<file path="config.mk">
export PLATFORM = sky130hd
export DESIGN_NAME = mem_store_unit
export DESIGN_NICKNAME = d
export VERILOG_FILES = /design/src/rtl/mem_store_unit.sv
export SDC_FILE = /design/constraint.sdc
export NUM_CORES = 1
export LEC_CHECK = 0
export ABC_AREA = 1
export CAP_MARGIN = 5
export CORE_ASPECT_RATIO = 0.6
export CORE_MARGIN = 2
export CORE_UTILIZATION = 40
export DETAILED_ROUTE_END_ITERATION = 16
export GPL_TIMING_DRIVEN = 0
export MAX_ROUTING_LAYER = met4
export SYNTH_ARGS = -nofsm -noshare
export SYNTH_HDL_FRONTEND = slang
export SYNTH_SLANG_ARGS = --single-unit
export TNS_END_PERCENT = 10
</file>
<file path="constraint.sdc">
create_clock -name clock -period 2.8 [get_ports clock]
set_clock_uncertainty 0.05 [all_clocks]
set_input_delay 0.28 -clock clock [delete_from_list [all_inputs] [get_ports clock]]
set_output_delay 0.28 -clock clock [all_outputs]
set_load 0.1 [all_outputs]
</file>
<file path="src/rtl/mem_store_unit.sv">
// Byte-wide store unit: writes one (8-bit) or two (16-bit, little-endian) bytes via a we/ack handshake.
// Optional feature macro STORE_MISALIGN_TRAP_EN: abort odd-address 16-bit stores with st_err instead of writing.
module mem_store_unit #(
  parameter int ADDR_W      = 16,
  parameter int ACK_TIMEOUT = 15
) (
  input  logic              clock,
  input  logic              reset,
  input  logic              st_req,
  input  logic [ADDR_W-1:0] st_addr,
  input  logic [15:0]       st_data,
  input  logic              d8_d16,
  output logic              st_busy,
  output logic              st_done,
  output logic              st_err,
  output logic              mem_we,
  output logic [ADDR_W-1:0] mem_addr,
  output logic [7:0]        mem_wdata,
  input  logic              mem_ack
);

  typedef enum logic [1:0] {IDLE, WR_LO, WR_HI, DONE} state_t;

  localparam int CNT_W = $clog2(ACK_TIMEOUT + 1);
  localparam logic [CNT_W-1:0] CNT_LAST = CNT_W'(ACK_TIMEOUT - 1);

  state_t            state;
  logic [ADDR_W-1:0] addr_q;
  logic [15:0]       data_q;
  logic              byte_q;
  logic [CNT_W-1:0]  wait_cnt;
`ifdef STORE_MISALIGN_TRAP_EN
  logic              trap_q;
`endif

  // A trapped store parks one cycle in WR_LO with mem_we low so st_done still lands two cycles after the request.
  always_ff @(posedge clock or posedge reset) begin
    if (reset) begin
      state     <= IDLE;
      addr_q    <= '0;
      data_q    <= '0;
      byte_q    <= 1'b0;
      wait_cnt  <= '0;
      st_busy   <= 1'b0;
      st_done   <= 1'b0;
      st_err    <= 1'b0;
      mem_we    <= 1'b0;
      mem_addr  <= '0;
      mem_wdata <= '0;
`ifdef STORE_MISALIGN_TRAP_EN
      trap_q    <= 1'b0;
`endif
    end else begin
      st_done <= 1'b0;
      st_err  <= 1'b0;
      case (state)
        IDLE: begin
          st_busy <= 1'b0;
          mem_we  <= 1'b0;
          if (st_req) begin
            addr_q   <= st_addr;
            data_q   <= st_data;
            byte_q   <= d8_d16;
            wait_cnt <= '0;
            st_busy  <= 1'b1;
            state    <= WR_LO;
`ifdef STORE_MISALIGN_TRAP_EN
            if (!d8_d16 && st_addr[0]) begin
              trap_q <= 1'b1;
            end else begin
              trap_q    <= 1'b0;
              mem_we    <= 1'b1;
              mem_addr  <= st_addr;
              mem_wdata <= st_data[7:0];
            end
`else
            mem_we    <= 1'b1;
            mem_addr  <= st_addr;
            mem_wdata <= st_data[7:0];
`endif
          end
        end
        WR_LO: begin
`ifdef STORE_MISALIGN_TRAP_EN
          if (trap_q) begin
            state   <= DONE;
            mem_we  <= 1'b0;
            st_done <= 1'b1;
            st_err  <= 1'b1;
            trap_q  <= 1'b0;
          end else
`endif
          if (mem_ack) begin
            if (byte_q) begin
              state   <= DONE;
              mem_we  <= 1'b0;
              st_done <= 1'b1;
            end else begin
              state     <= WR_HI;
              mem_addr  <= addr_q + 1'b1;
              mem_wdata <= data_q[15:8];
              wait_cnt  <= '0;
            end
          end else if (wait_cnt == CNT_LAST) begin
            state   <= DONE;
            mem_we  <= 1'b0;
            st_done <= 1'b1;
            st_err  <= 1'b1;
          end else begin
            wait_cnt <= wait_cnt + 1'b1;
          end
        end
        WR_HI: begin
          if (mem_ack) begin
            state   <= DONE;
            mem_we  <= 1'b0;
            st_done <= 1'b1;
          end else if (wait_cnt == CNT_LAST) begin
            state   <= DONE;
            mem_we  <= 1'b0;
            st_done <= 1'b1;
            st_err  <= 1'b1;
          end else begin
            wait_cnt <= wait_cnt + 1'b1;
          end
        end
        DONE: begin
          state   <= IDLE;
          st_busy <= 1'b0;
        end
        default: begin
          state   <= IDLE;
          st_busy <= 1'b0;
          mem_we  <= 1'b0;
        end
      endcase
    end
  end

endmodule

</file>
* Word level (Yosys, flattened, before mapping)
Cells that the tools add are included.
Word-level totals: bits in registers 67, input port bits 37
Cells by class: add/subtract/negate cells 2, equality and inequality tests 10, mux-type cells 34, reductions and logical operators 9
Operators by type and width (count):
- 2-to-1 mux 16 bit | 3
- one-hot mux 16 bit (2 select lines) | 1
- 2-to-1 mux 8 bit | 3
- 2-to-1 mux 4 bit | 5
- adder 16 x 1 -> 16 bit, second input constant | 1
- one-hot mux 8 bit (2 select lines) | 1
- 2-to-1 mux 1 bit | 12
- one-hot mux 4 bit (3 select lines) | 1
- 2-to-1 mux 2 bit | 4
- inequality test 2 bit, second input constant | 4
- one-hot mux 2 bit (4 select lines) | 1
- AND reduction 4 bit | 2
- inequality test 3 bit, second input constant | 2
- adder 4 x 1 -> 4 bit, second input constant | 1
- == test 2 bit, second input constant | 2
- == test 4 bit, second input constant | 1
- one-hot mux 1 bit (2 select lines) | 2
- AND reduction 2 bit | 2
- nonzero test 2 bit | 2
- one-hot mux 1 bit (3 select lines) | 1
- nonzero test 3 bit | 1
- == test 2 x 1 -> 1 bit, second input constant | 1
- zero test 2 bit | 1
- OR reduction 2 bit | 1

* Longest topological paths before layout
Gate-level depths: netlist of run 1.
word-level depth 4, mapped depth 10, mapped depth without buffers 9

* Least setup slack after synthesis of run 1
OpenSTA, ideal clock, no wires.
kind reg2reg, start point register state[1], end point register mem_addr[1], library setup time 0.081 ns, arrival 1.443 ns, path slack 1.226 ns, stages on the path, launching flop included 11, period minus slack after synthesis 1.574 ns, cells stage by stage dfrtp_1 > inv_1 > ha_1 > buf_4 > inv_2 > o21ai_4 > nand2_4 > inv_4 > buf_8 > nor2_2 > a31oi_2
Between the ends: cells in the longest elaborated chain, start to end 3
RTL lines:
- start: declaration | RTL line 27 | state_t state;
- start signal: assignment | RTL line 39 | state <= IDLE;
- start signal: assignment | RTL line 66 | state <= WR_LO;
- start signal: assignment | RTL line 95 | state <= DONE;
- == test 2 x 1 -> 1 bit or zero test 2 bit (tied branches) | RTL line 56 | case (state)
- inequality test 2 bit (no line) or nonzero test 2 bit (tied branches)
- AND reduction 4 bit (no line)
- end signal: assignment | RTL line 78 | mem_addr <= st_addr;
- end signal: assignment | RTL line 100 | mem_addr <= addr_q + 1'b1;
- end: declaration | RTL line 17 | output logic [ADDR_W-1:0] mem_addr,
Several ways; a longest one is shown, not always the timed one. A chain may end at the register's enable or synchronous reset.

* Worst setup path after layout of run 1
start point register mem_addr[1], end point output mem_addr[1]
No word-level cell between the ends.

==> summary.txt, run 1 <==
Finish
  – Area growth from synthesis to layout: 34.3%
  – Most frequent cells in the layout: nand2_1, clkdlybuf4s50_1, dfrtp_1
  – Final Non-Filler Cells: between 500 and 600
  – Post-layout util: 55.0%
  – Nets: slightly above 500
  – ANT cells: 0
  – Commonest non-fill, non-tap cell in the layout: nand2_1
  – Layout cells sized above 1: 16.5%

Clocking
  – Number of buffers created by CTS: 9
  – Post-cts resize count: 0
  – CTS H-tree lvls: 3
  – Clock tree sinks: between 50 and 60
  – Post-CTS Setup Bufs: 0
  – CTS tree: yes
  – Hold-fix buffers, CTS: 0
  – Clock-pin slew on the worst setup and hold paths: roughly 60 ps
  – Clock Path Buffers: 2
  – Clk root buf: clkbuf_16
  – Worst-Skew Late Latency: 330 ps

Worst setup path
  – Largest delay share family, worst path: buffers and inverters
  – CP startpoint kind: flip-flop
  – Critical setup path kind: reg2out
  – Critical path's slowest cell: clkdlybuf4s50_1
  – Critical path buffer and inverter count: 1
  – Worst path arrival time: ~1900 ps
  – CP cell instances: clkdlybuf4s50_1
  – Slowest stage delay, CP: 1150 ps
  – Worst R2R Setup Slack: 1000 ps
  – Worst EP required: about 2500 ps
  – CP Capture Type: output pin
  – Max FO, Critical Path: 2

Floorplan
  – Area of the die: around 8800 um2
  – Ports: 65
  – Die width: 119 um
  – Initial core utilization: 40.9%
  – Core area: 7820 um2
  – Die height: 73.3 um
  – Row count: 25

Detailed routing
  – Remaining routing DRC violations: 0
  – WL/cell: about 14 um
  – Post-route ant nets: 0
  – Vias per cell: around 4.7
  – DR vias: around 2,700
  – Final WL: around 8000 um
  – Initial drt markers: between 150 and 200
  – Iteration count of the initial detailed-routing pass: 4

Logic synthesis
  – Yosys top cell by area: dfrtp_1
  – Synth area leaders: dfrtp_1, nand2_1, inv_1, o21ai_0, mux2_2
  – Sequential-to-total area share from yosys stat: 46.1%
  – Synth top area share: a little under half
  – Synth warnings: 0
  – Syn avg cell area: around 8.4 um2
  – Mapped Nets: 427
  – Synth Register Bits: 59
  – Cells after synthesis: 381
  – Post-Synthesis Cell Area: between 3000 and 4000 um2
  – Post-synthesis cell type count: 31

Timing
  – Tcrit/Tclk final: between 70% and 80%
  – Final Max Slew Viols: 0
  – Clock period minus worst slack: about 2200 ps
  – Setup-failing EPs final: 0
  – RSZ-0062 raised after global routing: false
  – Slew headroom: 33.3%
  – Final Hold Vio Count: 0
  – Fmax: 458 MHz
  – Worst-margin pin slew: roughly 1000 ps
  – Hold slack: ~250 ps

Outcome
  – Status: complete, no violations

Placement
  – Post-DP HPWL: 5690 um
  – Number of port buffers: 64
  – RePlAce Congestion: approximately 0.9
  – Dpl cells: 554

Run
  – Max Cap Viol: 0

Global route
  – GRT Util Overall: roughly a fifth
  – Largest net degree at the start of global routing: 37
  – Remaining global-route overflow: 0
  – Initial antenna violation count: 0
  – Vias in the first global route: around 2,700
  – Global-route wire length before repair: approximately 13,000 um

Worst hold path
  – HP Class: in2async
## metrics by stage
| stage | instance area (um2) | setup slack, ps | setup TNS, ps |
|---|---|---|---|
| 3_5_place_dp | 4000 | 966 | 0 |
| 4_1_cts | 4300 | 599 | 0 |
| 3_3_place_gp | 3980 | -156 | -8940 |
| 6_report | 4300 | 615 | 0 |
| 2_1_floorplan | 3200 | 1010 | 0 |
| 5_1_grt | 4300 | 575 | 0 |
## path summary, 6_finish.rpt
| check | to | start | depth (start not counted) |
|---|---|---|---|
| max reg2reg | mem_addr[0] | state[1] | 9 |
| min | addr_q[12] | reset | 2 |
| max | mem_addr[1] | mem_addr[1] | 1 |
| max in group asynchronous | st_err | reset | 3 |
| min reg2reg | mem_addr[12] | mem_addr[12] | 2 |
| min in group clock | mem_addr[12] | mem_addr[12] | 2 |
## cells in the mapped netlist (all sizes together)
| library cell | n |
|---|---|
| nand2 | 107 |
| dfrtp | 59 |
| inv | 43 |
| nor2 | 38 |
| o21ai | 30 |
| nand3 | 22 |
| a21oi | 20 |
| buf | 12 |
| mux2 | 12 |
| a31oi | 10 |
| ha | 9 |
| nor3 | 6 |
| xor2 | 4 |
| nand4 | 3 |
| clkbuf | 2 |
| nand3b | 2 |
| a22oi | 1 |
| or2 | 1 |
## routing by layer
layer  GRT usage, %  vias up  routed length, um
li1               -     1376                  -
met5              -        -                  0
met4           5.10        0                 70
met1           29.8     1220               4320
met3           8.07        8                558
met2           28.1       71               3050
## area by class of cell
cell class	count	area [um2]
Tap cell	108	135
Fill cell	736	3520
Clock inverter	4	50.0
Clock buffer	11	253
Multi-Input combinational cell	265	1460
Inverter	43	164
Buffer	14	97.6
Timing Repair Buffer	65	661
Sequential cell	59	1480
## sequential cells by signal, indices dropped and copies added (netlist names)
signal	count
addr_q	16
byte_q	1
data_q	8
mem_addr	16
mem_wdata	8
mem_we	1
st_busy	1
st_done	1
st_err	1
state	2
wait_cnt	4
## kinds of logic (layout without fill, tap and decap cells)
| kind of cell | Yosys count | after routing | share of synthesized area [%] |
|---|---|---|---|
| multiplexers | 12 | 12 | 4.22 |
| buffers and inverters | 57 | 137 | 8.17 |
| AO/OA/AOI/OAI | 61 | 61 | 13.1 |
| AND/OR/NAND/NOR | 179 | 179 | 23.7 |
| adder cells (fa/ha/maj) | 9 | 9 | 3.52 |
| XOR/XNOR | 4 | 4 | 1.09 |
| flip-flops | 59 | 59 | 46.1 |
Power of run 1 is left out: the tool's default activity adds up to more than one toggle a clock period on the data nets, which glitch-free logic cannot reach.
==> run 2: changes to the inputs <==
--- a/config.mk
+++ b/config.mk
@@ -13,6 +13,7 @@
 export DETAILED_ROUTE_END_ITERATION = 16
 export GPL_TIMING_DRIVEN = 0
 export MAX_ROUTING_LAYER = met4
+export PLACE_DENSITY = 0.67
 export SYNTH_ARGS = -nofsm -noshare
 export SYNTH_HDL_FRONTEND = slang
 export SYNTH_SLANG_ARGS = --single-unit
==> constraint.sdc (replaced) <==
create_clock -name clock -period 2 [get_ports clock]
set_clock_uncertainty 0.05 [all_clocks]
set_input_delay 0.2 -clock clock [delete_from_list [all_inputs] [get_ports clock]]
set_output_delay 0.2 -clock clock [all_outputs]
set_load 0.1 [all_outputs]
==> run 2 against run 1 <==
  * Wire length shrank 0.18%
  * Worst hold slack lost 130 ps
  * Sequential share of layout area grew 0.27 points
==> summary.txt, run 2 (same netlist as run 1, synthesis figures left out) <==
Outcome
  – Status: complete, no violations (unchanged)

Timing
  – Worst-margin pin slew: 975 ps (was 998 ps)
  – Tcrit/Tclk final: 90.5%
  – Slew headroom: 35.2% (was 33.3%)
  – Fmax: about 550 MHz
  – Final Hold Vio Count: 0 (unchanged)
  – RSZ-0062 raised after global routing: false (unchanged)
  – Clock period minus worst slack: 1810 ps
  – Final Max Slew Viols: 0 (unchanged)
  – Setup-failing EPs final: 0 (unchanged)

Clocking
  – Clock tree sinks: 59 (unchanged)
  – Number of buffers created by CTS: 9 (unchanged)
  – Hold-fix buffers, CTS: 0 (unchanged)
  – Worst-Skew Late Latency: 330 ps (about the same)
  – Post-cts resize count: 28 (was 0)
  – Post-CTS Setup Bufs: 0 (unchanged)
  – CTS tree: yes (unchanged)
  – Clock-pin slew on the worst setup and hold paths: 60 ps (about the same)
  – CTS H-tree lvls: 3 (unchanged)
  – Clock Path Buffers: 2 (unchanged)
  – Clk root buf: clkbuf_16 (unchanged)

Detailed routing
  – WL/cell: 14.0 um (about the same)
  – Vias per cell: 4.83 (was 4.70)
  – Remaining routing DRC violations: 0 (unchanged)
  – Initial drt markers: 193 (was 178)
  – DR vias: 2,753 (was 2,675)
  – Final WL: 7980 um (was 7990 um)
  – Post-route ant nets: 0 (unchanged)
  – Iteration count of the initial detailed-routing pass: 5 (was 4)

Global route
  – Global-route wire length before repair: 13,400 um (about the same)
  – GRT Util Overall: 20.6% (was 21.0%)
  – Remaining global-route overflow: 0 (unchanged)
  – Initial antenna violation count: 0 (unchanged)
  – Largest net degree at the start of global routing: 43 (was 37)
  – Vias in the first global route: 2,766 (was 2,652)

Worst setup path
  – CP startpoint kind: flip-flop (unchanged)
  – Worst r2r src: state[0] (was state[1])
  – Max FO, Critical Path: 2 (unchanged)
  – CP Launch Point: mem_addr[1] (unchanged)
  – Critical path buffer and inverter count: 1 (unchanged)
  – Critical setup path kind: reg2out (unchanged)
  – CP Capture Type: output pin (unchanged)
  – Largest delay share family, worst path: buffers and inverters (unchanged)
  – Critical path's slowest cell: dlygate4sd2_1 (was clkdlybuf4s50_1)
  – Slowest stage delay, CP: 860 ps (was 1150 ps)
  – Worst EP required: 1750 ps (was 2470 ps)
  – Worst path arrival time: 1560 ps (was 1860 ps)
  – CP cell instances: dlygate4sd2_1 (was clkdlybuf4s50_1)
  – Worst R2R Setup Slack: 230 ps (was 1000 ps)

Placement
  – Number of port buffers: 64 (unchanged)
  – Post-DP HPWL: 5650 um (was 5690 um)
  – RePlAce Congestion: 0.945 (was 0.883)
  – Dpl cell area: 4000 um2 (unchanged)

Finish
  – Final Instance Area: 4270 um2 (was 4300 um2)
  – Most frequent cells in the layout: nand2_1, dfrtp_1, inv_1 (was nand2_1, clkdlybuf4s50_1, dfrtp_1)
  – Layout cells sized above 1: 16.7% (was 16.5%)
  – Area growth from synthesis to layout: 33.3% (was 34.3%)
  – Regs by FF count: addr_q x16, mem_addr x16 (unchanged)
  – Fillers: 728 (was 736)
  – ANT cells: 0 (unchanged)
  – Commonest non-fill, non-tap cell in the layout: nand2_1 (unchanged)
  – Nets: 503 (unchanged)

Floorplan
  – Ports: 65 (unchanged)
  – Area of the die: 8760 um2 (unchanged)
  – Die height: 73.3 um (unchanged)
  – Core area: 7820 um2 (unchanged)
  – Row count: 25 (unchanged)
  – Die width: 119 um (unchanged)
  – Initial core utilization: 40.9% (unchanged)

Worst hold path
  – HP Class: in2async (unchanged)

Run
  – Max Cap Viol: 0 (unchanged)
==> run 2: layout make-up <==
class	count	area, um2	area share [%]
inverter	43	164	3.84
clock buffer	10	239	5.60
timing repair buffer	65	626	14.7
buffer	14	97.6	2.29
tap	108	135	3.17
clock inverter	6	65.1	1.53
sequential	59	1480	34.6
multi-input combinational	265	1460	34.3
==> run 2: final timing paths <==
check                          endpoint  cells after the start
max                         mem_addr[1]                      1
min                        mem_addr[11]                      2
max reg2reg                  addr_q[15]                      6
min reg2reg                 mem_addr[9]                      2
max in group asynchronous  mem_wdata[0]                      3
min in group clock         mem_wdata[5]                      3
==> run 2: per-layer routing <==
metal,vias up,GRT usage [%],share of wire [%]
li1,1374,-,-
met1,1313,27.7,52
met2,62,30.6,42
met3,4,5.75,4.8
met4,0,6.41,0.76
met5,-,-,0
==> run 2: per-stage QoR <==
step	utilization (%)	setup TNS (ps)	worst slack [ps]	cells	hold WS, ps
floorplan	-	0	294	381	223
global placement	50.8	-49770	-848	553	412
detailed placement	51.1	0	215	554	417
CTS	54.5	0	176	570	132
global route	54.5	0	73.5	570	164
finish	54.5	0	190	570	128
Power of run 2 is left out for the same reason.
==> run 3: changes to the inputs <==
--- a/config.mk
+++ b/config.mk
@@ -14,6 +14,7 @@
 export GPL_TIMING_DRIVEN = 0
 export MAX_ROUTING_LAYER = met4
 export PLACE_DENSITY = 0.67
+export SETUP_SLACK_MARGIN = 0.4
 export SYNTH_ARGS = -nofsm -noshare
 export SYNTH_HDL_FRONTEND = slang
 export SYNTH_SLANG_ARGS = --single-unit
==> run 3 against run 2 <==
  * Non-clock buffer count increased by 7
  * Register-to-register slack improved by 120 ps
  * Global-route usage is 0.19 points lower
  * Final cell count grew 1.4%
  * Die area stayed put
  * Worst setup slack better by 2.8 ps
  * Fmax rose by 0.15%
  * First-iteration DRC count down 17%
  * Clock-buffer cell count rose by 2
  * Critical path type unchanged
==> summary.txt, run 3 (same netlist as run 1, synthesis figures left out) <==
Outcome
  – Status: complete, no violations (unchanged)

Finish
  – Final Non-Filler Cells: 578 (was 570)
  – Fillers: 703 (was 728)
  – Footprint of the multi-input gates: 1520 um2 (was 1460 um2)
  – Register area: 1480 um2 (unchanged)
  – Most frequent cells in the layout: nand2_1, dfrtp_1, inv_1 (unchanged)
  – Commonest non-fill, non-tap cell in the layout: nand2_1 (unchanged)
  – Layout cells sized above 1: 21.7% (was 16.7%)
  – ANT cells: 0 (unchanged)
  – Area growth from synthesis to layout: 40.9% (was 33.3%)
  – Final Instance Area: 4510 um2 (was 4270 um2)
  – Regs by FF count: addr_q x16, mem_addr x16 (unchanged)
  – Nets: 511 (was 503)

Clocking
  – Clock-pin slew on the worst setup and hold paths: 60 ps (about the same)
  – Worst-Skew Late Latency: 330 ps (about the same)
  – Number of buffers created by CTS: 9 (unchanged)
  – CTS tree: yes (unchanged)
  – Clk root buf: clkbuf_16 (unchanged)
  – Clock tree sinks: 59 (unchanged)
  – Hold-fix buffers, CTS: 0 (unchanged)
  – Clock Path Buffers: 2 (unchanged)
  – CTS H-tree lvls: 3 (unchanged)

Floorplan
  – Row count: 25 (unchanged)
  – Die width: 119 um (unchanged)
  – Area of the die: 8760 um2 (unchanged)
  – Core area: 7820 um2 (unchanged)
  – Ports: 65 (unchanged)
  – Die height: 73.3 um (unchanged)
  – Initial core utilization: 40.9% (unchanged)

Detailed routing
  – WL/cell: 14.6 um (was 14.0 um)
  – Remaining routing DRC violations: 0 (unchanged)
  – Iteration count of the initial detailed-routing pass: 4 (was 5)
  – Vias per cell: 4.92 (was 4.83)
  – Final WL: 8470 um (was 7980 um)
  – Post-route ant nets: 0 (unchanged)
  – DR vias: 2,846 (was 2,753)
  – Initial drt markers: 160 (was 193)

Timing
  – Final Hold Vio Count: 0 (unchanged)
  – Clock period minus worst slack: 1810 ps (about the same)
  – RSZ-0062 raised after global routing: true (was false)
  – Fmax: 553 MHz (was 552 MHz)
  – Worst-margin pin slew: 1000 ps (was 975 ps)
  – Tcrit/Tclk final: 90.4% (was 90.5%)
  – Setup-failing EPs final: 0 (unchanged)
  – Setup TNS: 0 ps (unchanged)
  – Slew headroom: 33.3% (was 35.2%)
  – Final Max Slew Viols: 0 (unchanged)

Worst setup path
  – Critical path buffer and inverter count: 1 (unchanged)
  – Worst EP required: 1750 ps (about the same)
  – Critical path's slowest cell: dlygate4sd2_1 (unchanged)
  – Largest delay share family, worst path: buffers and inverters (unchanged)
  – Slowest stage delay, CP: 880 ps (was 860 ps)
  – CP startpoint kind: flip-flop (unchanged)
  – CP Capture Type: output pin (unchanged)
  – Worst R2R Setup Slack: 350 ps (was 230 ps)
  – Max FO, Critical Path: 2 (unchanged)
  – Critical setup path kind: reg2out (unchanged)
  – Worst r2r src: state[1] (was state[0])
  – CP cell instances: dlygate4sd2_1 (unchanged)
  – Critical R2R Capture: mem_wdata[3] (was addr_q[15])
  – Cells on worst reg2reg path: 9 (was 6)
  – Worst path arrival time: 1560 ps (about the same)

Placement
  – Dpl cell area: 4000 um2 (about the same)
  – Dpl cells: 554 (unchanged)
  – Post-DP HPWL: 5770 um (was 5650 um)
  – RePlAce Congestion: 0.945 (about the same)
  – Number of port buffers: 64 (unchanged)

Worst hold path
  – HP Class: in2async (unchanged)

Global route
  – Remaining global-route overflow: 0 (unchanged)
  – GRT Util Overall: 20.4% (was 20.6%)
  – Global-route wire length before repair: 13,200 um (was 13,400 um)
  – Vias in the first global route: 2,616 (was 2,766)
  – Initial antenna violation count: 0 (unchanged)
  – Largest net degree at the start of global routing: 37 (was 43)

Run
  – Max Cap Viol: 0 (unchanged)
[run 3: per-layer routing]
layer,up-vias,track usage (%),part of all wire [%]
li1,1399,-,-
met1,1340,28.7,49
met2,97,29.0,42
met3,10,5.90,7.8
met4,0,5.49,1.1
met5,-,-,0
[run 3: worst max-delay path by stage]
stage / cells past startpoint / slack (ps) / to / from
floorplan: 10 / 430 / mem_wdata[0] / state[1]
global placement: 1 / 250 / mem_addr[1] / mem_addr[1]
detailed placement: 6 / 240 / addr_q[7] / state[0]
CTS: 1 / 190 / mem_addr[14] / mem_addr[14]
global route: 1 / 170 / mem_addr[4] / mem_addr[4]
finish: 1 / 190 / mem_addr[6] / mem_addr[6]
[run 3: stage by stage]
step / utilization, % / worst slack (ps) / hold slack [ps]
2_1_floorplan: - / 426 / 223
3_3_place_gp: 50.9 / 248 / 411
3_5_place_dp: 51.2 / 243 / 417
4_1_cts: 55.2 / 194 / 256
5_1_grt: 57.6 / 165 / 262
6_report: 57.6 / 192 / 229
[run 3: area by class of cell]
class,instances,share of cell area (%)
buffer,14,3.08
clock buffer,12,5.69
clock inverter,4,1.61
inverter,43,3.89
multi-input combinational,266,33.6
sequential,59,32.8
tap,108,3.00
timing repair buffer,72,16.4
[run 3: worst reg2reg max path: cells and delay by family (launching register included)]
kind,cells,cell delay [ps]
AND/OR/NAND/NOR,1,130
buffers and inverters,5,560
AO/OA/AOI/OAI,2,260
adder cells (fa/ha/maj),1,130
flip-flops,1,390
[run 3: timing repair]
| action | CTS | global route |
|---|---|---|
| gates resized for setup | 46 | 38 |
| hold endpoints to repair | 0 | 0 |
| pin swaps | 0 | 3 |
| gates cloned | 0 | 3 |
| buffers inserted | 0 | 5 |
| setup endpoints to repair | 83 | 77 |
Power of run 3 is left out for the same reason.
